==> config.mk <==
export PLATFORM = sky130hd
export DESIGN_NAME = multicycle_maindec_flat
export DESIGN_NICKNAME = d
export VERILOG_FILES = /design/src/rtl/multicycle_maindec_if.sv /design/src/rtl/multicycle_maindec.sv /design/src/flat_wrapper.sv
export SDC_FILE = /design/constraint.sdc
export NUM_CORES = 1
export LEC_CHECK = 0
export BUFFER_PORTS_ARGS = -buffer_cell sky130_fd_sc_hd__buf_4
export CAP_MARGIN = 0
export CORE_UTILIZATION = 45
export DETAILED_ROUTE_END_ITERATION = 12
export PLACE_DENSITY_LB_ADDON = 0.2
export SLEW_MARGIN = 20
export SYNTH_ARGS = -nofsm -noshare
export SYNTH_HDL_FRONTEND = slang
export SYNTH_SLANG_ARGS = --single-unit
==> constraint.sdc <==
create_clock -name clk -period 1.9 [get_ports clk]
set_clock_uncertainty 0.05 [all_clocks]
set_input_delay 0.57 -clock clk [delete_from_list [all_inputs] [get_ports clk]]
set_output_delay 0.57 -clock clk [all_outputs]
set_load 0.01 [all_outputs]
==> src/rtl/multicycle_maindec_if.sv <==
// Control and handshake bundle between the multi-cycle main decoder and the datapath.
interface multicycle_maindec_if #(
  parameter int OP_W  = 11,
  parameter int RET_W = 16
);
  logic [OP_W-1:0]  Op;
  logic             mem_ready;

  logic             PCWrite;
  logic             IRWrite;
  logic             Reg2Loc;
  logic             ALUSrc;
  logic             MemtoReg;
  logic             RegWrite;
  logic             MemRead;
  logic             MemWrite;
  logic             Branch;
  logic             BranchInv;
  logic             UncondBranch;
  logic [1:0]       ALUOp;

  logic             instr_done;
  logic             illegal_op;
  logic             bus_err;
  logic [RET_W-1:0] retired;

  // Decoder side: consumes opcode and memory handshake, drives the control set.
  modport master (
    input  Op, mem_ready,
    output PCWrite, IRWrite, Reg2Loc, ALUSrc, MemtoReg, RegWrite, MemRead, MemWrite,
           Branch, BranchInv, UncondBranch, ALUOp, instr_done, illegal_op, bus_err, retired
  );

  // Datapath side: supplies opcode and memory handshake, receives the control set.
  modport slave (
    output Op, mem_ready,
    input  PCWrite, IRWrite, Reg2Loc, ALUSrc, MemtoReg, RegWrite, MemRead, MemWrite,
           Branch, BranchInv, UncondBranch, ALUOp, instr_done, illegal_op, bus_err, retired
  );
endinterface

==> src/rtl/multicycle_maindec.sv <==
// Multi-cycle LEGv8 main control FSM with memory-wait timeout, trap flags and retire counter.
//
//   state   | meaning
//   --------+--------------------------------------------------------------
//   RST     | post-reset idle, all outputs low
//   FETCH   | instruction read; IR/PC load when memory is ready
//   DECODE  | classify Op and latch the instruction class
//   EX_R    | R-type ALU operation
//   WB_R    | R-type register write-back, instruction completes
//   EX_MEM  | address generation for LDUR/STUR
//   MEM_LD  | data read, waits for memory
//   MEM_ST  | data write, waits for memory, instruction completes
//   WB_LD   | load write-back, instruction completes
//   EX_BR   | branch evaluation (CBZ/CBNZ/B), instruction completes
//   TRAP    | illegal opcode or memory timeout, held until reset
module multicycle_maindec #(
  parameter int OP_W    = 11,
  parameter bit EXT_OPS = 1'b1,
  parameter int TMO_W   = 4,
  parameter int RET_W   = 16
) (
  input logic                  clk,
  input logic                  reset_n,
  multicycle_maindec_if.master bus
);

  typedef enum logic [3:0] {
    S_RST, S_FETCH, S_DECODE, S_EX_R, S_WB_R, S_EX_MEM,
    S_MEM_LD, S_MEM_ST, S_WB_LD, S_EX_BR, S_TRAP
  } state_e;

  typedef enum logic [2:0] {
    C_NONE, C_LDUR, C_STUR, C_RTYPE, C_CBZ, C_CBNZ, C_B
  } cls_e;

  // The timer traps when it would reach all-ones, i.e. on the cycle it holds all-ones minus one.
  localparam logic [TMO_W-1:0] TMO_LAST = TMO_W'((2 ** TMO_W) - 2);

  state_e           state_q, state_d;
  cls_e             cls_q, cls_d;
  cls_e             op_cls;
  logic [TMO_W-1:0] timer_q, timer_d;
  logic             illegal_q, illegal_d;
  logic             bus_err_q, bus_err_d;
  logic [RET_W-1:0] retired_q, retired_d;
  logic             wait_st;
  logic             tmo_hit;
  logic             done;

  // Opcode classification; only consumed while in DECODE.
  always_comb begin
    op_cls = C_NONE;
    casez (bus.Op)
      11'b11111000010: op_cls = C_LDUR;
      11'b11111000000: op_cls = C_STUR;
      11'b10110100???: op_cls = C_CBZ;
      11'b10001011000,
      11'b11001011000,
      11'b10001010000,
      11'b10101010000: op_cls = C_RTYPE;
      11'b10110101???: if (EXT_OPS) op_cls = C_CBNZ;
      11'b000101?????: if (EXT_OPS) op_cls = C_B;
      default:         op_cls = C_NONE;
    endcase
  end

  // Memory-wait timer: runs only while a memory-facing state sees mem_ready low.
  always_comb begin
    wait_st = (state_q == S_FETCH) || (state_q == S_MEM_LD) || (state_q == S_MEM_ST);
    tmo_hit = wait_st && !bus.mem_ready && (timer_q == TMO_LAST);
    timer_d = (wait_st && !bus.mem_ready) ? timer_q + 1'b1 : '0;
  end

  // Retired-instruction counter advances on each completion pulse and wraps naturally.
  always_comb begin
    retired_d = retired_q + {{(RET_W-1){1'b0}}, done};
  end

  // State, latched class, timer, sticky flags and retire count.
  always_ff @(posedge clk or negedge reset_n) begin
    if (!reset_n) begin
      state_q   <= S_RST;
      cls_q     <= C_NONE;
      timer_q   <= '0;
      illegal_q <= 1'b0;
      bus_err_q <= 1'b0;
      retired_q <= '0;
    end else begin
      state_q   <= state_d;
      cls_q     <= cls_d;
      timer_q   <= timer_d;
      illegal_q <= illegal_d;
      bus_err_q <= bus_err_d;
      retired_q <= retired_d;
    end
  end

  // Next-state selection; a ready memory beats a timeout on the same cycle.
  always_comb begin
    state_d   = state_q;
    cls_d     = cls_q;
    illegal_d = illegal_q;
    bus_err_d = bus_err_q;
    unique case (state_q)
      S_RST:    state_d = S_FETCH;
      S_FETCH: begin
        if (bus.mem_ready) begin
          state_d = S_DECODE;
        end else if (tmo_hit) begin
          state_d   = S_TRAP;
          bus_err_d = 1'b1;
        end
      end
      S_DECODE: begin
        cls_d = op_cls;
        unique case (op_cls)
          C_LDUR, C_STUR:    state_d = S_EX_MEM;
          C_RTYPE:           state_d = S_EX_R;
          C_CBZ, C_CBNZ, C_B: state_d = S_EX_BR;
          default: begin
            state_d   = S_TRAP;
            illegal_d = 1'b1;
          end
        endcase
      end
      S_EX_R:   state_d = S_WB_R;
      S_WB_R:   state_d = S_FETCH;
      S_EX_MEM: state_d = (cls_q == C_LDUR) ? S_MEM_LD : S_MEM_ST;
      S_MEM_LD: begin
        if (bus.mem_ready) begin
          state_d = S_WB_LD;
        end else if (tmo_hit) begin
          state_d   = S_TRAP;
          bus_err_d = 1'b1;
        end
      end
      S_WB_LD:  state_d = S_FETCH;
      S_MEM_ST: begin
        if (bus.mem_ready) begin
          state_d = S_FETCH;
        end else if (tmo_hit) begin
          state_d   = S_TRAP;
          bus_err_d = 1'b1;
        end
      end
      S_EX_BR:  state_d = S_FETCH;
      S_TRAP:   state_d = S_TRAP;
      default:  state_d = S_TRAP;
    endcase
  end

  // Control outputs from state and latched class; FETCH/MEM_ST completions qualify on mem_ready.
  always_comb begin
    bus.PCWrite      = 1'b0;
    bus.IRWrite      = 1'b0;
    bus.Reg2Loc      = 1'b0;
    bus.ALUSrc       = 1'b0;
    bus.MemtoReg     = 1'b0;
    bus.RegWrite     = 1'b0;
    bus.MemRead      = 1'b0;
    bus.MemWrite     = 1'b0;
    bus.Branch       = 1'b0;
    bus.BranchInv    = 1'b0;
    bus.UncondBranch = 1'b0;
    bus.ALUOp        = 2'b00;
    done             = 1'b0;
    unique case (state_q)
      S_FETCH: begin
        bus.MemRead = 1'b1;
        bus.IRWrite = bus.mem_ready;
        bus.PCWrite = bus.mem_ready;
      end
      S_DECODE: begin
        // Class is not latched yet, so register-port select follows the live opcode.
        bus.Reg2Loc = (op_cls == C_STUR) || (op_cls == C_CBZ) || (op_cls == C_CBNZ);
      end
      S_EX_R: begin
        bus.ALUOp = 2'b10;
      end
      S_WB_R: begin
        bus.RegWrite = 1'b1;
        done         = 1'b1;
      end
      S_EX_MEM: begin
        bus.ALUSrc = 1'b1;
      end
      S_MEM_LD: begin
        bus.MemRead = 1'b1;
      end
      S_WB_LD: begin
        bus.RegWrite = 1'b1;
        bus.MemtoReg = 1'b1;
        done         = 1'b1;
      end
      S_MEM_ST: begin
        bus.MemWrite = 1'b1;
        bus.Reg2Loc  = 1'b1;
        done         = bus.mem_ready;
      end
      S_EX_BR: begin
        // PC load is requested here; the datapath qualifies it with the branch condition.
        bus.ALUOp        = 2'b01;
        bus.Branch       = 1'b1;
        bus.PCWrite      = 1'b1;
        bus.BranchInv    = (cls_q == C_CBNZ);
        bus.UncondBranch = (cls_q == C_B);
        done             = 1'b1;
      end
      default: ;
    endcase
  end

  assign bus.instr_done = done;
  assign bus.illegal_op = illegal_q;
  assign bus.bus_err    = bus_err_q;
  assign bus.retired    = retired_q;

endmodule

==> src/flat_wrapper.sv <==
// flat-port wrapper written by rule: the top's interface ports become plain ports
module multicycle_maindec_flat 
#(
  parameter int OP_W    = 11,
  parameter bit EXT_OPS = 1'b1,
  parameter int TMO_W   = 4,
  parameter int RET_W   = 16
)
  (clk, reset_n, bus_Op, bus_mem_ready, bus_PCWrite, bus_IRWrite, bus_Reg2Loc, bus_ALUSrc, bus_MemtoReg, bus_RegWrite, bus_MemRead, bus_MemWrite, bus_Branch, bus_BranchInv, bus_UncondBranch, bus_ALUOp, bus_instr_done, bus_illegal_op, bus_bus_err, bus_retired);
  multicycle_maindec_if #(.OP_W(OP_W), .RET_W(RET_W)) bus_i ();
  input logic clk;
  input logic reset_n;
  input wire logic [$bits(bus_i.Op)-1:0] bus_Op;
  input wire logic [$bits(bus_i.mem_ready)-1:0] bus_mem_ready;
  output wire logic [$bits(bus_i.PCWrite)-1:0] bus_PCWrite;
  output wire logic [$bits(bus_i.IRWrite)-1:0] bus_IRWrite;
  output wire logic [$bits(bus_i.Reg2Loc)-1:0] bus_Reg2Loc;
  output wire logic [$bits(bus_i.ALUSrc)-1:0] bus_ALUSrc;
  output wire logic [$bits(bus_i.MemtoReg)-1:0] bus_MemtoReg;
  output wire logic [$bits(bus_i.RegWrite)-1:0] bus_RegWrite;
  output wire logic [$bits(bus_i.MemRead)-1:0] bus_MemRead;
  output wire logic [$bits(bus_i.MemWrite)-1:0] bus_MemWrite;
  output wire logic [$bits(bus_i.Branch)-1:0] bus_Branch;
  output wire logic [$bits(bus_i.BranchInv)-1:0] bus_BranchInv;
  output wire logic [$bits(bus_i.UncondBranch)-1:0] bus_UncondBranch;
  output wire logic [$bits(bus_i.ALUOp)-1:0] bus_ALUOp;
  output wire logic [$bits(bus_i.instr_done)-1:0] bus_instr_done;
  output wire logic [$bits(bus_i.illegal_op)-1:0] bus_illegal_op;
  output wire logic [$bits(bus_i.bus_err)-1:0] bus_bus_err;
  output wire logic [$bits(bus_i.retired)-1:0] bus_retired;
  assign bus_i.Op = bus_Op;
  assign bus_i.mem_ready = bus_mem_ready;
  assign bus_PCWrite = bus_i.PCWrite;
  assign bus_IRWrite = bus_i.IRWrite;
  assign bus_Reg2Loc = bus_i.Reg2Loc;
  assign bus_ALUSrc = bus_i.ALUSrc;
  assign bus_MemtoReg = bus_i.MemtoReg;
  assign bus_RegWrite = bus_i.RegWrite;
  assign bus_MemRead = bus_i.MemRead;
  assign bus_MemWrite = bus_i.MemWrite;
  assign bus_Branch = bus_i.Branch;
  assign bus_BranchInv = bus_i.BranchInv;
  assign bus_UncondBranch = bus_i.UncondBranch;
  assign bus_ALUOp = bus_i.ALUOp;
  assign bus_instr_done = bus_i.instr_done;
  assign bus_illegal_op = bus_i.illegal_op;
  assign bus_bus_err = bus_i.bus_err;
  assign bus_retired = bus_i.retired;
  multicycle_maindec #(.OP_W(OP_W), .EXT_OPS(EXT_OPS), .TMO_W(TMO_W), .RET_W(RET_W)) u_core (.clk(clk), .reset_n(reset_n), .bus(bus_i));
endmodule
# [Yosys cells after proc, flatten, opt, wreduce, memory -nomap -nowiden]
# Index checks and enable logic that the tools add are counted.
[classes] addsub=2 n_eq_ne=28 n_div=0 reduce_logical=19 mux=22 multipliers=0 bitwise_logic=2 magnitude_cmp=0 shifts=0
[op_table] cell="11-bit equality test, second input constant" count=6
[op_table] cell="4-bit case mux with 7 select lines" count=1
[op_table] cell="4-bit two-way mux" count=5
[op_table] cell="3-bit case mux with 6 select lines" count=1
[op_table] cell="16-bit by 1-bit adder with 16-bit output" count=1
[op_table] cell="4-bit by 3-bit equality test with 1-bit output, second input constant" count=4
[op_table] cell="8-bit equality test, second input constant" count=2
[op_table] cell="3-bit equality test, second input constant" count=5
[op_table] cell="4-bit equality test, second input constant" count=3
[op_table] cell="4-bit case mux with 3 select lines" count=1
[op_table] cell="1-bit two-way mux" count=10
[op_table] cell="3-bit OR reduction" count=3
[op_table] cell="4-bit by 2-bit equality test with 1-bit output, second input constant" count=2
[op_table] cell="4-bit OR reduction" count=2
[op_table] cell="3-bit by 1-bit equality test with 1-bit output, second input constant" count=2
[op_table] cell="3-bit by 2-bit equality test with 1-bit output, second input constant" count=2
[op_table] cell="6-bit by 3-bit equality test with 1-bit output, second input constant" count=1
[op_table] cell="1-bit case mux with 2 select lines" count=3
[op_table] cell="2-bit OR reduction" count=3
[op_table] cell="6-bit OR reduction" count=1
[op_table] cell="4-bit by 1-bit adder with 4-bit output, second input constant" count=1
[op_table] cell="4-bit by 1-bit equality test with 1-bit output, second input constant" count=1
[op_table] cell="4-bit logical NOT" count=1
[op_table] cell="1-bit logical OR" count=4
[op_table] cell="other kinds (6)" count=8
[word_totals] mem_bits_ro=0 in_bits=14 n_memories=0 wordCells=79 out_inout_bits=32 ramBits=0 reg_bits=29 latchBits=0

# [Longest topological paths before layout]
[depth] depth_word=8 mapped_depth=10 ltp_nobuf=9

# [Worst setup path after synthesis]
# Ideal clock, no wire load.
[synth_path] path_kind="reg-to-reg" from="reg u_core.state_q[0]" to="reg u_core.retired_q[12], in the netlist u_core.bus.retired[12]" setup_ps=79 period_less_slack_ps=2286 path_buffers=1 setup_slack_ps=-386 path_stages_with_launch=11 required_time_ps=1771 t_arrival_ps=2156 path_cell_list="dfrtp_1 clkbuf_1 nand2_1 nor2_1 nand2_1 o21ai_1 ha_1 ha_1 nand4_1 nor3_1 xor2_1"
[synth_via] elab_chain_cells=4 elab_cells_between_ends=7 cone_classes="add/sub: 1; eq/ne: 4; mux: 1; reduce/logical: 1"
[synth_rtl] element="start: declaration" line="multicycle_maindec.sv:39" text="state_e state_q, state_d;"
[synth_rtl] element="start signal: assignment" line="multicycle_maindec.sv:89" text="state_q <= state_d;"
[synth_rtl] element="4-bit by 3-bit equality test with 1-bit output or 4-bit equality test (tied branches)" line="multicycle_maindec.sv:167" text="unique case (state_q)"
[synth_rtl] element="3-bit OR reduction (no source line)"
[synth_rtl] element="1-bit case mux with 2 select lines (*)" line="multicycle_maindec.sv:167"
[synth_rtl] element="net bus_instr_done" line="flat_wrapper.sv:27" text="output wire logic [$bits(bus_i.instr_done)-1:0] bus_instr_done;"
[synth_rtl] element="16-bit by 1-bit adder with 16-bit output (*)" line="multicycle_maindec.sv:76" text="retired_d = retired_q + {{(RET_W-1){1'b0}}, done};"
[synth_rtl] element="net u_core.retired_d[12]" line="multicycle_maindec.sv:45" text="logic [RET_W-1:0] retired_q, retired_d;"
[synth_rtl] element="end signal: assignment" line="multicycle_maindec.sv:94" text="retired_q <= retired_d;"
[synth_rtl] element="end: declaration" line="multicycle_maindec.sv:45"
# Mark *: on every way through the listed nets, which the timed path passes. The rest lies on a longest branch.
# A chain may end at the register's enable or synchronous reset.

# [Worst setup path after layout]
[layout_path] from="reg u_core.state_q[2]" to="out bus_Reg2Loc"
[layout_via] elab_chain_cells=2 elab_cells_between_ends=3 cone_classes="eq/ne: 2; mux: 1"
[layout_rtl] element="4-bit by 3-bit equality test with 1-bit output or 4-bit by 2-bit equality test with 1-bit output (tied branches)" line="multicycle_maindec.sv:167"
[layout_rtl] element="1-bit case mux with 2 select lines (*)" line="multicycle_maindec.sv:167"
[layout_rtl] element="end: declaration" line="flat_wrapper.sv:17" text="output wire logic [$bits(bus_i.Reg2Loc)-1:0] bus_Reg2Loc;"
# Mark *: on every way between the ends. The rest lies on a longest branch, timed or not.

==> flow_summary.toml <==
[clock_network]
clk_pin_slew_worst_paths_ps = 100
numCtsBuffers = 5
cts_root_buf = "clkbuf_4"
clock_latency_ps = 340
postCtsHoldBufs = 0
cts_buffer_depth = 2
numClockSinks = 29
cts_tree = "yes"
cts_max_level = 2

[global_route]
antenna_found_initial = 0
grt_start_max_net_pins = 30
grt_pass1_vias = 1587
gr-total-overflow = 0
grt_use_total_pct = 25.49
grt_pass1_wl_mm = 6.865

[final_layout]
final_common_cell = "buf_4"
final_cell_area_um2 = 2663
fin_nets = 273
antenna_cells = 0
area_growth_pct = 66.38
layout_common_cells = "buf_4, dfrtp_1, buf_6"
drive_gt1_share_pct = 51.17

[detailed_routing]
dr.pass1.iters = 4
drt-total-wl_mm = 4.992
postRouteAntennaNets = 0
vias_per_cell = 5.477
route.detailed.drc = 0
drt_iter0_drc = 50
routedWlPerCell_um = 16.53
vias = 1654

[placed_design]
dpl.hpwl_mm = 3.158
placed_area_um2 = 2263
place.gp.congestion = 0.8176
io_buffers = 45
place_worst_setup_slack_ps = -268.2

[pwr]
leakage_nw = 1.236
ir_worst_vdd_mv = 0.7415
power_density_nw_per_um2 = 1211

[setup_path]
arrival_ps = 1560
worst_setup_path_start_kind = "flop"
crit_start = "u_core.state_q[2]"
crit_fanout = 6
cp-endpoint = "bus_Reg2Loc"
worstSetupPathType = "reg -> out"
rrSetupSlack_ps = -220
reg2reg_depth = 9
r2r-end = "u_core.bus.retired[8]"
crit_required_ps = 1280
r2r_start = "u_core.state_q[0]"
worst_setup_path_end_kind = "primary output"

[synth]
synth_cell_types = 45
synth_top_area_share_pct = 45.35
syn_area_per_cell_um2 = 9.640
synth-seq-cells = 29
yosysTopAreaCell = "dfrtp_1"
synth_seq_area_share_pct = 45.35
syn_nets = 184
async_flop_share_pct = 100.0
synth_area_leaders = "dfrtp_1, xnor2_1, nand2_1"
syn_inst = 166
synth-edff-count = 0
ys.flop_type = "dfrtp_1"
yosys_warnings = 0
synth_area_um2 = 1600

[sta]
relSlewSlack_pct = 75.15
slew_violations = 0
setup_viol = 21
layout_worst_path_cycle_share_pct = 114.9
clock.fmax_mhz = 458.0
finalHoldViolations = 0
finalWorstSetupSlack_ps = -283.3
worstMarginPinSlew_ps = 369.9
rsz0062_at_grt = "true"
fin_crit_ps = 2183

[floorplan]
ios = 46
fp.dieH_um = 61.64
start_util_pct = 47.58
die_w_um = 61.64
fp.dieArea_um2 = 3799
core_area_um2 = 3363
placementRows = 21

[status]
violations = "negative setup slack"
status = "complete, but fails checks"

[flow_run]
maxCapViolations = 0

[min_path]
hp-class = "in -> async"
==> how the worst min path moves through the flow <==
stage                                      start                endpoint  slack [ps]  cells after the start
after floorplan                          reset_n      u_core.bus.bus_err         220                      0
after detailed placement   u_core.bus.illegal_op   u_core.bus.illegal_op         410                      2
after global routing                     reset_n       u_core.state_q[3]         110                      1
after CTS                                reset_n       u_core.state_q[3]          90                      1
after global placement    u_core.bus.retired[15]  u_core.bus.retired[15]         410                      1
final                                    reset_n       u_core.state_q[3]          90                      1
==> synthesized netlist by cell type, types with 2 or more instances <==
cell and number:
nand4_1 6, nor2_1 18, and4_1 2, xor2_1 5, o21ai_1 5, o21a_1 2
clkbuf_1 2, nor3b_1 3, nor2b_1 2, inv_1 4, nand2_1 18, nor3_1 5
o21ai_0 3, dfrtp_1 29, or3_1 2, xnor2_1 11, and3_1 5, a21oi_1 2
nand3_1 8, a211o_1 2, ha_1 4, nand2b_1 4, a31oi_1 2
==> metal layers <==
layer | track usage [%] | vias up | share of wire [%]
met1 | 28.78 | 808 | 41
met2 | 45.47 | 58 | 51
met3 | 6.513 | 16 | 5.4
met4 | 10.79 | 0 | 2.7
met5 | 0 | - | 0
li1 | - | 772 | -
==> area by class of cell <==
cell class / count / area, um2
inverters: 4 / 20.02
clock buffers: 5 / 37.54
multi-input cells: 129 / 1064
clock inverters: 3 / 17.52
well taps: 46 / 57.56
fillers: 238 / 700.7
repair buffers: 86 / 739.5
flip-flops and latches: 29 / 726.9
==> critical path, stage by stage (launching register included) <==
cell     delay (ps)
dfrtp_1         450
buf_6           170
nor2_4          120
and3_4          200
a31o_1          170
buf_6           110
==> registers in the layout (all words and copies together) (netlist names) <==
register / count
u_core.bus.retired: 16
u_core.state_q: 4
u_core.bus.illegal_op: 1
u_core.cls_q: 3
u_core.bus.bus_err: 1
u_core.timer_q: 4
==> stage by stage <==
| step | hold WS, ps | TNS (ps) | utilization [%] | total power (W) | cells |
|---|---|---|---|---|---|
| after floorplan | 224.4 | -250.8 | - | 0.001576 | 166 |
| after global routing | 106.0 | -5169 | 79.17 | 0.003408 | 302 |
| after detailed placement | 412.1 | -1386 | 67.30 | 0.002197 | 280 |
| after CTS | 90.44 | -2428 | 74.55 | 0.002888 | 296 |
| final | 85.44 | -3523 | 79.17 | 0.003223 | 302 |
| after global placement | 411.5 | -890.2 | 67.30 | 0.002151 | 280 |
==> power by group <==
group / switching (W) / leakage, nW / internal, W / total, W
sequential: 0.000193 / 0.374 / 0.000744 / 0.000937
combinational: 0.000886 / 0.831 / 0.00103 / 0.00192
clock: 0.000227 / 0.0310 / 0.000139 / 0.000366
==> kinds of logic (layout without fill, tap and decap cells) <==
group	Yosys count	count (layout)	share of synthesized area [%]
simple gates	83	83	29.16
flops	29	29	45.35
compound gates	25	25	10.71
xor+xnor	16	16	8.757
buf+inv	8	98	2.189
fa+ha+maj	4	4	3.128
mux	1	1	0.7036
==> what timing repair did <==
action	4_1_cts	5_1_grt
resized for setup	33	29
setup buffers	8	6
pin swaps	14	9
gates cloned	0	1
setup endpoints to repair	20	24
Power figures use the tool's default switching activity.
